===== src/rtl/decode_ctrl.sv =====
// Instruction-side control decoder: flag register, branch evaluation, delay-slot
// enforcement and optional subroutine-depth guard (macro DECODE_STACK_GUARD_EN).
module decode_ctrl (
  input  logic        clk,
  input  logic        nreset,
  input  logic [15:0] ROM_DATA,
  input  logic [3:0]  FLAGS_IN,
  input  logic        FLAGS_WE,
  output logic [6:0]  TYPE,
  output logic        B1_OUT,
  output logic [10:0] PC_VAL,
  output logic        SR_IN,
  output logic [15:0] IR_OUT,
  output logic        STACK_ERR,
  output logic        SLOT_ERR
);

  // state | meaning
  // WAIT  | first cycle after reset, ROM output stale, word squashed
  // RUN   | normal decode
  // SLOT  | delay slot after an issued transfer, control words squashed
  localparam logic [1:0] ST_WAIT = 2'd0;
  localparam logic [1:0] ST_RUN  = 2'd1;
  localparam logic [1:0] ST_SLOT = 2'd2;

  localparam logic [2:0] OP_JMP = 3'd0;
  localparam logic [2:0] OP_BZ  = 3'd1;
  localparam logic [2:0] OP_BNZ = 3'd2;
  localparam logic [2:0] OP_BC  = 3'd3;
  localparam logic [2:0] OP_BN  = 3'd4;
  localparam logic [2:0] OP_BV  = 3'd5;
  localparam logic [2:0] OP_BSR = 3'd6;
  localparam logic [2:0] OP_RET = 3'd7;

  logic [1:0]  state, state_nxt;
  logic [3:0]  flags;
  logic        stack_err_q, slot_err_q;
  logic        is_ctrl, cond, stack_block, issue, slot_viol, stack_hit;
  logic [2:0]  op;
  logic [6:0]  type_c;
  logic        b1_c, sr_c;
  logic [10:0] pc_c;
  logic [15:0] ir_c;

  assign is_ctrl = ROM_DATA[15];
  assign op      = ROM_DATA[14:12];

  // flags = {N,V,C,Z}
  always_comb begin
    cond = 1'b1;
    case (op)
      OP_BZ:   cond = flags[0];
      OP_BNZ:  cond = ~flags[0];
      OP_BC:   cond = flags[1];
      OP_BN:   cond = flags[3];
      OP_BV:   cond = flags[2];
      default: cond = 1'b1;
    endcase
  end

`ifdef DECODE_STACK_GUARD_EN
  logic [1:0] depth;

  assign stack_block = ((op == OP_BSR) && (depth == 2'd3)) ||
                       ((op == OP_RET) && (depth == 2'd0));

  always_ff @(posedge clk or negedge nreset) begin
    if (!nreset)
      depth <= 2'd0;
    else if (issue && (op == OP_BSR))
      depth <= depth + 2'd1;
    else if (issue && (op == OP_RET))
      depth <= depth - 2'd1;
  end
`else
  assign stack_block = 1'b0;
`endif

  assign issue     = (state == ST_RUN) && is_ctrl && cond && !stack_block;
  assign stack_hit = (state == ST_RUN) && is_ctrl && stack_block;
  assign slot_viol = (state == ST_SLOT) && is_ctrl;

  always_comb begin
    type_c = 7'd0;
    b1_c   = 1'b0;
    sr_c   = 1'b0;
    pc_c   = 11'd0;
    ir_c   = 16'd0;
    if (state != ST_WAIT) begin
      if (!is_ctrl) begin
        type_c = {1'b0, ROM_DATA[14:9]};
        ir_c   = ROM_DATA;
      end else if (issue) begin
        type_c = {4'b1000, op};
        b1_c   = (op != OP_RET);
        sr_c   = (op == OP_BSR) || (op == OP_RET);
        if (op == OP_BSR)
          pc_c = {1'b0, ROM_DATA[9:0]};
        else if (op != OP_RET)
          pc_c = ROM_DATA[10:0];
        ir_c   = ROM_DATA;
      end else if ((state == ST_RUN) && !stack_block) begin
        // not-taken branch still executes; fetch just increments
        ir_c   = ROM_DATA;
      end
    end
  end

  always_comb begin
    state_nxt = ST_WAIT;
    case (state)
      ST_WAIT: state_nxt = ST_RUN;
      ST_RUN:  state_nxt = issue ? ST_SLOT : ST_RUN;
      ST_SLOT: state_nxt = ST_RUN;
      default: state_nxt = ST_WAIT;
    endcase
  end

  always_ff @(posedge clk or negedge nreset) begin
    if (!nreset) begin
      state       <= ST_WAIT;
      flags       <= 4'd0;
      stack_err_q <= 1'b0;
      slot_err_q  <= 1'b0;
    end else begin
      state <= state_nxt;
      if (FLAGS_WE)
        flags <= FLAGS_IN;
      if (stack_hit)
        stack_err_q <= 1'b1;
      if (slot_viol)
        slot_err_q <= 1'b1;
    end
  end

  assign TYPE      = nreset ? type_c : 7'd0;
  assign B1_OUT    = nreset & b1_c;
  assign PC_VAL    = nreset ? pc_c : 11'd0;
  assign SR_IN     = nreset & sr_c;
  assign IR_OUT    = nreset ? ir_c : 16'd0;
  assign STACK_ERR = nreset & stack_err_q;
  assign SLOT_ERR  = nreset & slot_err_q;

endmodule


===== config.mk =====
export PLATFORM = sky130hd
export DESIGN_NAME = decode_ctrl
export DESIGN_NICKNAME = d
export VERILOG_FILES = /design/src/rtl/decode_ctrl.sv
export SDC_FILE = /design/constraint.sdc
export NUM_CORES = 1
export LEC_CHECK = 0
export CORE_UTILIZATION = 33
export CTS_CLUSTER_DIAMETER = 150
export DETAILED_ROUTE_END_ITERATION = 6
export PLACE_DENSITY = 0.8
export SETUP_SLACK_MARGIN = 0.4
export SLEW_MARGIN = 20
export SYNTH_ARGS = -nofsm -noshare
export SYNTH_HDL_FRONTEND = slang
export SYNTH_SLANG_ARGS = --single-unit

===== constraint.sdc =====
create_clock -name clk -period 1.5 [get_ports clk]
set_input_delay 0.15 -clock clk [delete_from_list [all_inputs] [get_ports clk]]
set_output_delay 0.15 -clock clk [all_outputs]
set_load 0.05 [all_outputs]

==> results.sh, run 1 <==
export IMPL_die_w_um=50.4
export IMPL_yosysWarnings=0
export IMPL_placed_cell_area_mm2=0.00182
export IMPL_dieHeight_um=50.4
export IMPL_cts_inserted_buffers=3
export IMPL_fp_row_count=17
export IMPL_cts_root_buf="sky130_fd_sc_hd__clkbuf_4"
export IMPL_postSynthCellCount=85
export IMPL_run_stop_error="[ERROR DPL-0038] Utilization greater than 100%, impossible to legalize"
export IMPL_synth_top_area_share_pct=22.6
export IMPL_async_reset_ff_share_pct=100
export IMPL_yosys_most_used_dff="sky130_fd_sc_hd__dfrtp_1"
export IMPL_result_of_the_run="stopped before the end"
export IMPL_grt_max_degree=13
export IMPL_crit_endpoint="PC_VAL[4]"
export IMPL_seq_area_frac_synth_pct=22.6
export IMPL_place_gp_congestion=0.835
export IMPL_hpwl_mm=2.54
export IMPL_synth_enable_flop_cells=0
export IMPL_hold_buffers=0
export IMPL_initial_core_utilization_pct=35.0
export IMPL_mappedNetlistNets=109
export IMPL_ctsHtreeMaxLevel=1
export IMPL_syn_area_per_cell_um2=9.11
export IMPL_ys_top_cells_by_area="sky130_fd_sc_hd__dfrtp_1 (23%), sky130_fd_sc_hd__and2_1 (14%), sky130_fd_sc_hd__nor3b_2 (11%), sky130_fd_sc_hd__nand2_1 (4.8%), sky130_fd_sc_hd__mux2_2 (4.4%)"
export IMPL_max_clock_path_buffers=2
export IMPL_postSynthRegisterBits=7
export IMPL_synth_distinct_cells=35
export IMPL_synth_cells_most_frequent="sky130_fd_sc_hd__and2_1 (17), sky130_fd_sc_hd__nand2_1 (10), sky130_fd_sc_hd__dfrtp_1 (7), sky130_fd_sc_hd__nor3b_2 (7)"
export IMPL_count_of_buffers_inserted_at_the_top_level_ports=59
export IMPL_synthMostInstantiatedCell="sky130_fd_sc_hd__and2_1"
export IMPL_clock_sinks=7
export IMPL_post_synth_top_area_cell="sky130_fd_sc_hd__dfrtp_1"
export IMPL_outcome_stop_stage="global routing (5_1_grt)"
export IMPL_post_synthesis_cell_area_um2=774
export IMPL_num_io_pins=61
export IMPL_worst_endpoint_kind="output port"
-- metrics by stage --
stage          setup TNS (ns)  setup slack [ns]  cells  utilization [%]
2_1_floorplan           -7.01            -0.451     85                -
3_3_place_gp           -17.44            -0.633    183             82.5
3_5_place_dp           -20.44            -0.741    183             82.5
4_1_cts                 -9.73            -0.464    198             95.7
-- logic make-up after synthesis --
| logic type | count (synthesis) | share of synthesized area [%] |
|---|---|---|
| compound gates | 11 | 12.4 |
| fa+ha+maj | 1 | 1.62 |
| buf+inv | 8 | 8.40 |
| flops | 7 | 22.6 |
| mux | 5 | 6.95 |
| other cells | 1 | 0.484 |
| simple gates | 52 | 47.5 |
-- repair_timing --
action / in CTS
buffers inserted: 10
resized for setup: 45
gates cloned: 1
pin swaps: 14
endpoints found under the setup margin: 39
==> inputs of run 2 (changes only) <==
==> config.mk (replaced) <==
export PLATFORM = sky130hd
export DESIGN_NAME = decode_ctrl
export DESIGN_NICKNAME = d
export VERILOG_FILES = /design/src/rtl/decode_ctrl.sv
export SDC_FILE = /design/constraint.sdc
export NUM_CORES = 1
export LEC_CHECK = 0
export CORE_UTILIZATION = 20
export DETAILED_ROUTE_END_ITERATION = 6
export PLACE_DENSITY_LB_ADDON = 0.15
export SLEW_MARGIN = 20
export SYNTH_ARGS = -nofsm -noshare
export SYNTH_HDL_FRONTEND = slang
export SYNTH_SLANG_ARGS = --single-unit
==> run 2 against run 1 <==
Compared with the run above: the flow now finishes, with violations (setup timing); synthesized cell count unchanged; synthesized area unchanged.
==> results.sh, run 2 <==
export IMPL_post_synth_fa_ha_maj_area_fraction_pct=1.62
export IMPL_detailedRoute_firstPassIterationCount=2
export IMPL_result_of_the_run="finished, violations left"
export IMPL_endpoint_kind="output pin"
export IMPL_async_reset_ff_share_pct=100
export IMPL_power_total_mw=1.84
export IMPL_slew_violations=0
export IMPL_post_synth_mux_area_share_pct=6.95
export IMPL_detail_route_wirelength_mm=2.89
export IMPL_routedWlPerCell_um=13.2
export IMPL_seq_area_frac_synth_pct=22.6
export IMPL_post_drt_via_cell_ratio=4.41
export IMPL_start_kind="flop"
export IMPL_fin_util_pct=58.4
export IMPL_layout_top_registers="flags (4), state (2), slot_err_q (1)"
export IMPL_power_share_clock_pct=14.1
export IMPL_layout_cells_most_common="sky130_fd_sc_hd__buf_12"
export IMPL_synth_top_family_by_area="simple AND/OR/NAND/NOR gates"
export IMPL_core_area_mm2=0.00369
export IMPL_area_fraction_in_compound_gates_after_synthesis_pct=12.4
export IMPL_cts_root_buf="sky130_fd_sc_hd__clkbuf_8"
export IMPL_synth_top_area_share_pct=22.6
export IMPL_grt_max_degree=13
export IMPL_placed_cell_area_mm2=0.00187
export IMPL_synth_cells_most_frequent="sky130_fd_sc_hd__and2_1 (17), sky130_fd_sc_hd__nand2_1 (10), sky130_fd_sc_hd__dfrtp_1 (7), sky130_fd_sc_hd__nor3b_2 (7)"
export IMPL_whs_ns=0.0611
export IMPL_flip_flop_count_of_the_largest_register_after_layout=4
export IMPL_initial_core_utilization_pct=21.0
export IMPL_post_synth_top_area_cell="sky130_fd_sc_hd__dfrtp_1"
export IMPL_drtIter0Drc=9
export IMPL_num_fill_cells=318
export IMPL_most_common_layout_cells="sky130_fd_sc_hd__buf_12 (24), sky130_fd_sc_hd__buf_6 (22), sky130_fd_sc_hd__buf_4 (20)"
export IMPL_die_w_um=64.2
export IMPL_power_frac_comb_pct=71.9
export IMPL_intPower_mw=1.08
export IMPL_setup_ws_ns=-0.401
export IMPL_pwr_share_seq_pct=14.0
export IMPL_hold_buffers=0
export IMPL_synth_distinct_cells=35
export IMPL_post_route_cells_drive_above_1_share_pct=74.3
export IMPL_antenna_violating_nets_post_route=0
export IMPL_max_clock_path_buffers=2
export IMPL_flow_area_growth_from_synthesis_pct=178
export IMPL_postSynthRegisterBits=7
export IMPL_drc=0
export IMPL_antenna_cells_inserted=0
export IMPL_ctsHtreeMaxLevel=1
export IMPL_clock_tree_from_tritoncts="built"
export IMPL_period_minus_slack_ns=1.90
export IMPL_ys_top_cells_by_area="sky130_fd_sc_hd__dfrtp_1 (23%), sky130_fd_sc_hd__and2_1 (14%), sky130_fd_sc_hd__nor3b_2 (11%), sky130_fd_sc_hd__nand2_1 (4.8%), sky130_fd_sc_hd__mux2_2 (4.4%)"
export IMPL_arrival_ns=1.75
export IMPL_crit_type="reg2out"
export IMPL_hold_viol_final=0
export IMPL_grt_setup_unrepaired="true"
export IMPL_mappedNetlistNets=109
export IMPL_yosysWarnings=0
export IMPL_count_of_buffers_inserted_at_the_top_level_ports=59
export IMPL_syn_area_per_cell_um2=9.11
export IMPL_grt_pass1_vias=969
export IMPL_num_io_pins=61
export IMPL_synth_enable_flop_cells=0
export IMPL_hpwl_mm=2.25
export IMPL_cts_inserted_buffers=3
export IMPL_timing_fmax_mhz=526
export IMPL_grt_overflow_total=0
export IMPL_switching_power_uw=761
export IMPL_layout_cell_area_non_filler_mm2=0.00215
export IMPL_global_route_wire_length_before_repair_mm=4.35
export IMPL_synthMostInstantiatedCell="sky130_fd_sc_hd__and2_1"
export IMPL_largest_register="flags"
export IMPL_crit_fanout=6
export IMPL_place_gp_congestion=0.785
export IMPL_yosys_most_used_dff="sky130_fd_sc_hd__dfrtp_1"
export IMPL_clock_sinks=7
export IMPL_worst_ep_required_time_ns=1.35
export IMPL_postSynthCellCount=85
export IMPL_vdd_ir_drop_worst_mv=0.584
export IMPL_hold_path_class="in2async"
export IMPL_power_leakage_nw=0.921
export IMPL_dieHeight_um=64.2
export IMPL_fp_row_count=22
export IMPL_clock_transition_at_path_regs_ns=0.04
export IMPL_antenna_found_initial=0
export IMPL_synthSimpleGateAreaFrac_pct=47.5
export IMPL_post_route_period_util_pct=127
export IMPL_grt_use_total_pct=13.5
export IMPL_swShare_pct=41.4
export IMPL_max_cap_viol=0
export IMPL_synthXorXnorAreaFrac_pct=0
export IMPL_power_density_mw_per_mm2=853
export IMPL_design_die_area_mm2=0.00413
export IMPL_clock_latency_ns=0.22
export IMPL_finalSetupViolations=36
export IMPL_routed_via_count=965
export IMPL_violated_checks="setup timing"
export IMPL_post_synthesis_cell_area_um2=774
export IMPL_worst_r2r_cell_count=6
export IMPL_fin_worst_skew_ns=0.000522
export IMPL_design_final_nets=196
## run 2: power by group through the flow
stage	clock network, mW	registers [mW]	logic [mW]
6_report	0.259	0.258	1.32
5_1_grt	0.279	0.260	1.38
3_5_place_dp	0	0.254	1.15
3_3_place_gp	0	0.254	1.14
2_1_floorplan	0	0.251	0.614
4_1_cts	0.264	0.255	1.28
## run 2: stage by stage
stage / std cells / setup slack, ns / TNS (ns)
floorplan: 85 / -0.451 / -7.02
global placement: 205 / -0.671 / -11.86
detailed placement: 205 / -0.734 / -13.05
CTS: 216 / -0.405 / -7.97
global route: 219 / -0.459 / -9.86
finish: 219 / -0.401 / -7.91
## run 2: critical path: stages (launching register included)
cell and delay (ns):
sky130_fd_sc_hd__dfrtp_1 0.36, sky130_fd_sc_hd__or2_1 0.22, sky130_fd_sc_hd__a21oi_2 0.19, sky130_fd_sc_hd__a221oi_4 0.09, sky130_fd_sc_hd__buf_6 0.14, sky130_fd_sc_hd__buf_12 0.14, sky130_fd_sc_hd__nor3b_2 0.20, sky130_fd_sc_hd__buf_6 0.18
## run 2: cells by family after synthesis
group                    after synthesis
adder cells (fa/ha/maj)                1
AO/OA/AOI/OAI                         11
buffers and inverters                  8
flip-flops                             7
multiplexers                           5
other                                  1
AND/OR/NAND/NOR                       52
## run 2: what timing repair did
item,CTS,global route
gates resized for setup,50,17
endpoints found under the setup margin,37,38
buffers inserted,8,4
cloned,0,1
pin swaps,14,21
## run 2: layer usage
layer | GRT usage (%) | vias up | share of wire, % | routed length, µm
met3 | 2.32 | 5 | 5.0 | 146
met2 | 26.3 | 27 | 58 | 1680
met4 | 4.17 | 0 | 0.93 | 27
met5 | 0 | - | 0 | 0
li1 | - | 469 | - | -
met1 | 14.6 | 464 | 36 | 1040
## run 2: path summary, 6_finish.rpt
kind | from | to | slack, ns
hold reg to reg | slot_err_q | slot_err_q | 0.47
max in group asynchronous | nreset | state[1] | 1.30
hold / removal | nreset | flags[2] | 0.06
setup reg to reg | flags[2] | state[0] | -0.04
setup / recovery | flags[0] | PC_VAL[0] | -0.40
min in group clk | slot_err_q | slot_err_q | 0.47
## run 2: area by class of cell
class / count / area [µm²] / share of cell area (%)
multi-input combinational: 70 / 761 / 35.3
timing repair buffer: 89 / 1110 / 51.4
sequential: 7 / 178 / 8.25
clock buffer: 4 / 45.0 / 2.09
tap: 48 / 60.1 / 2.79
inverter: 1 / 3.75 / 0.174
Note: power is estimated with default switching activity, not from simulation.
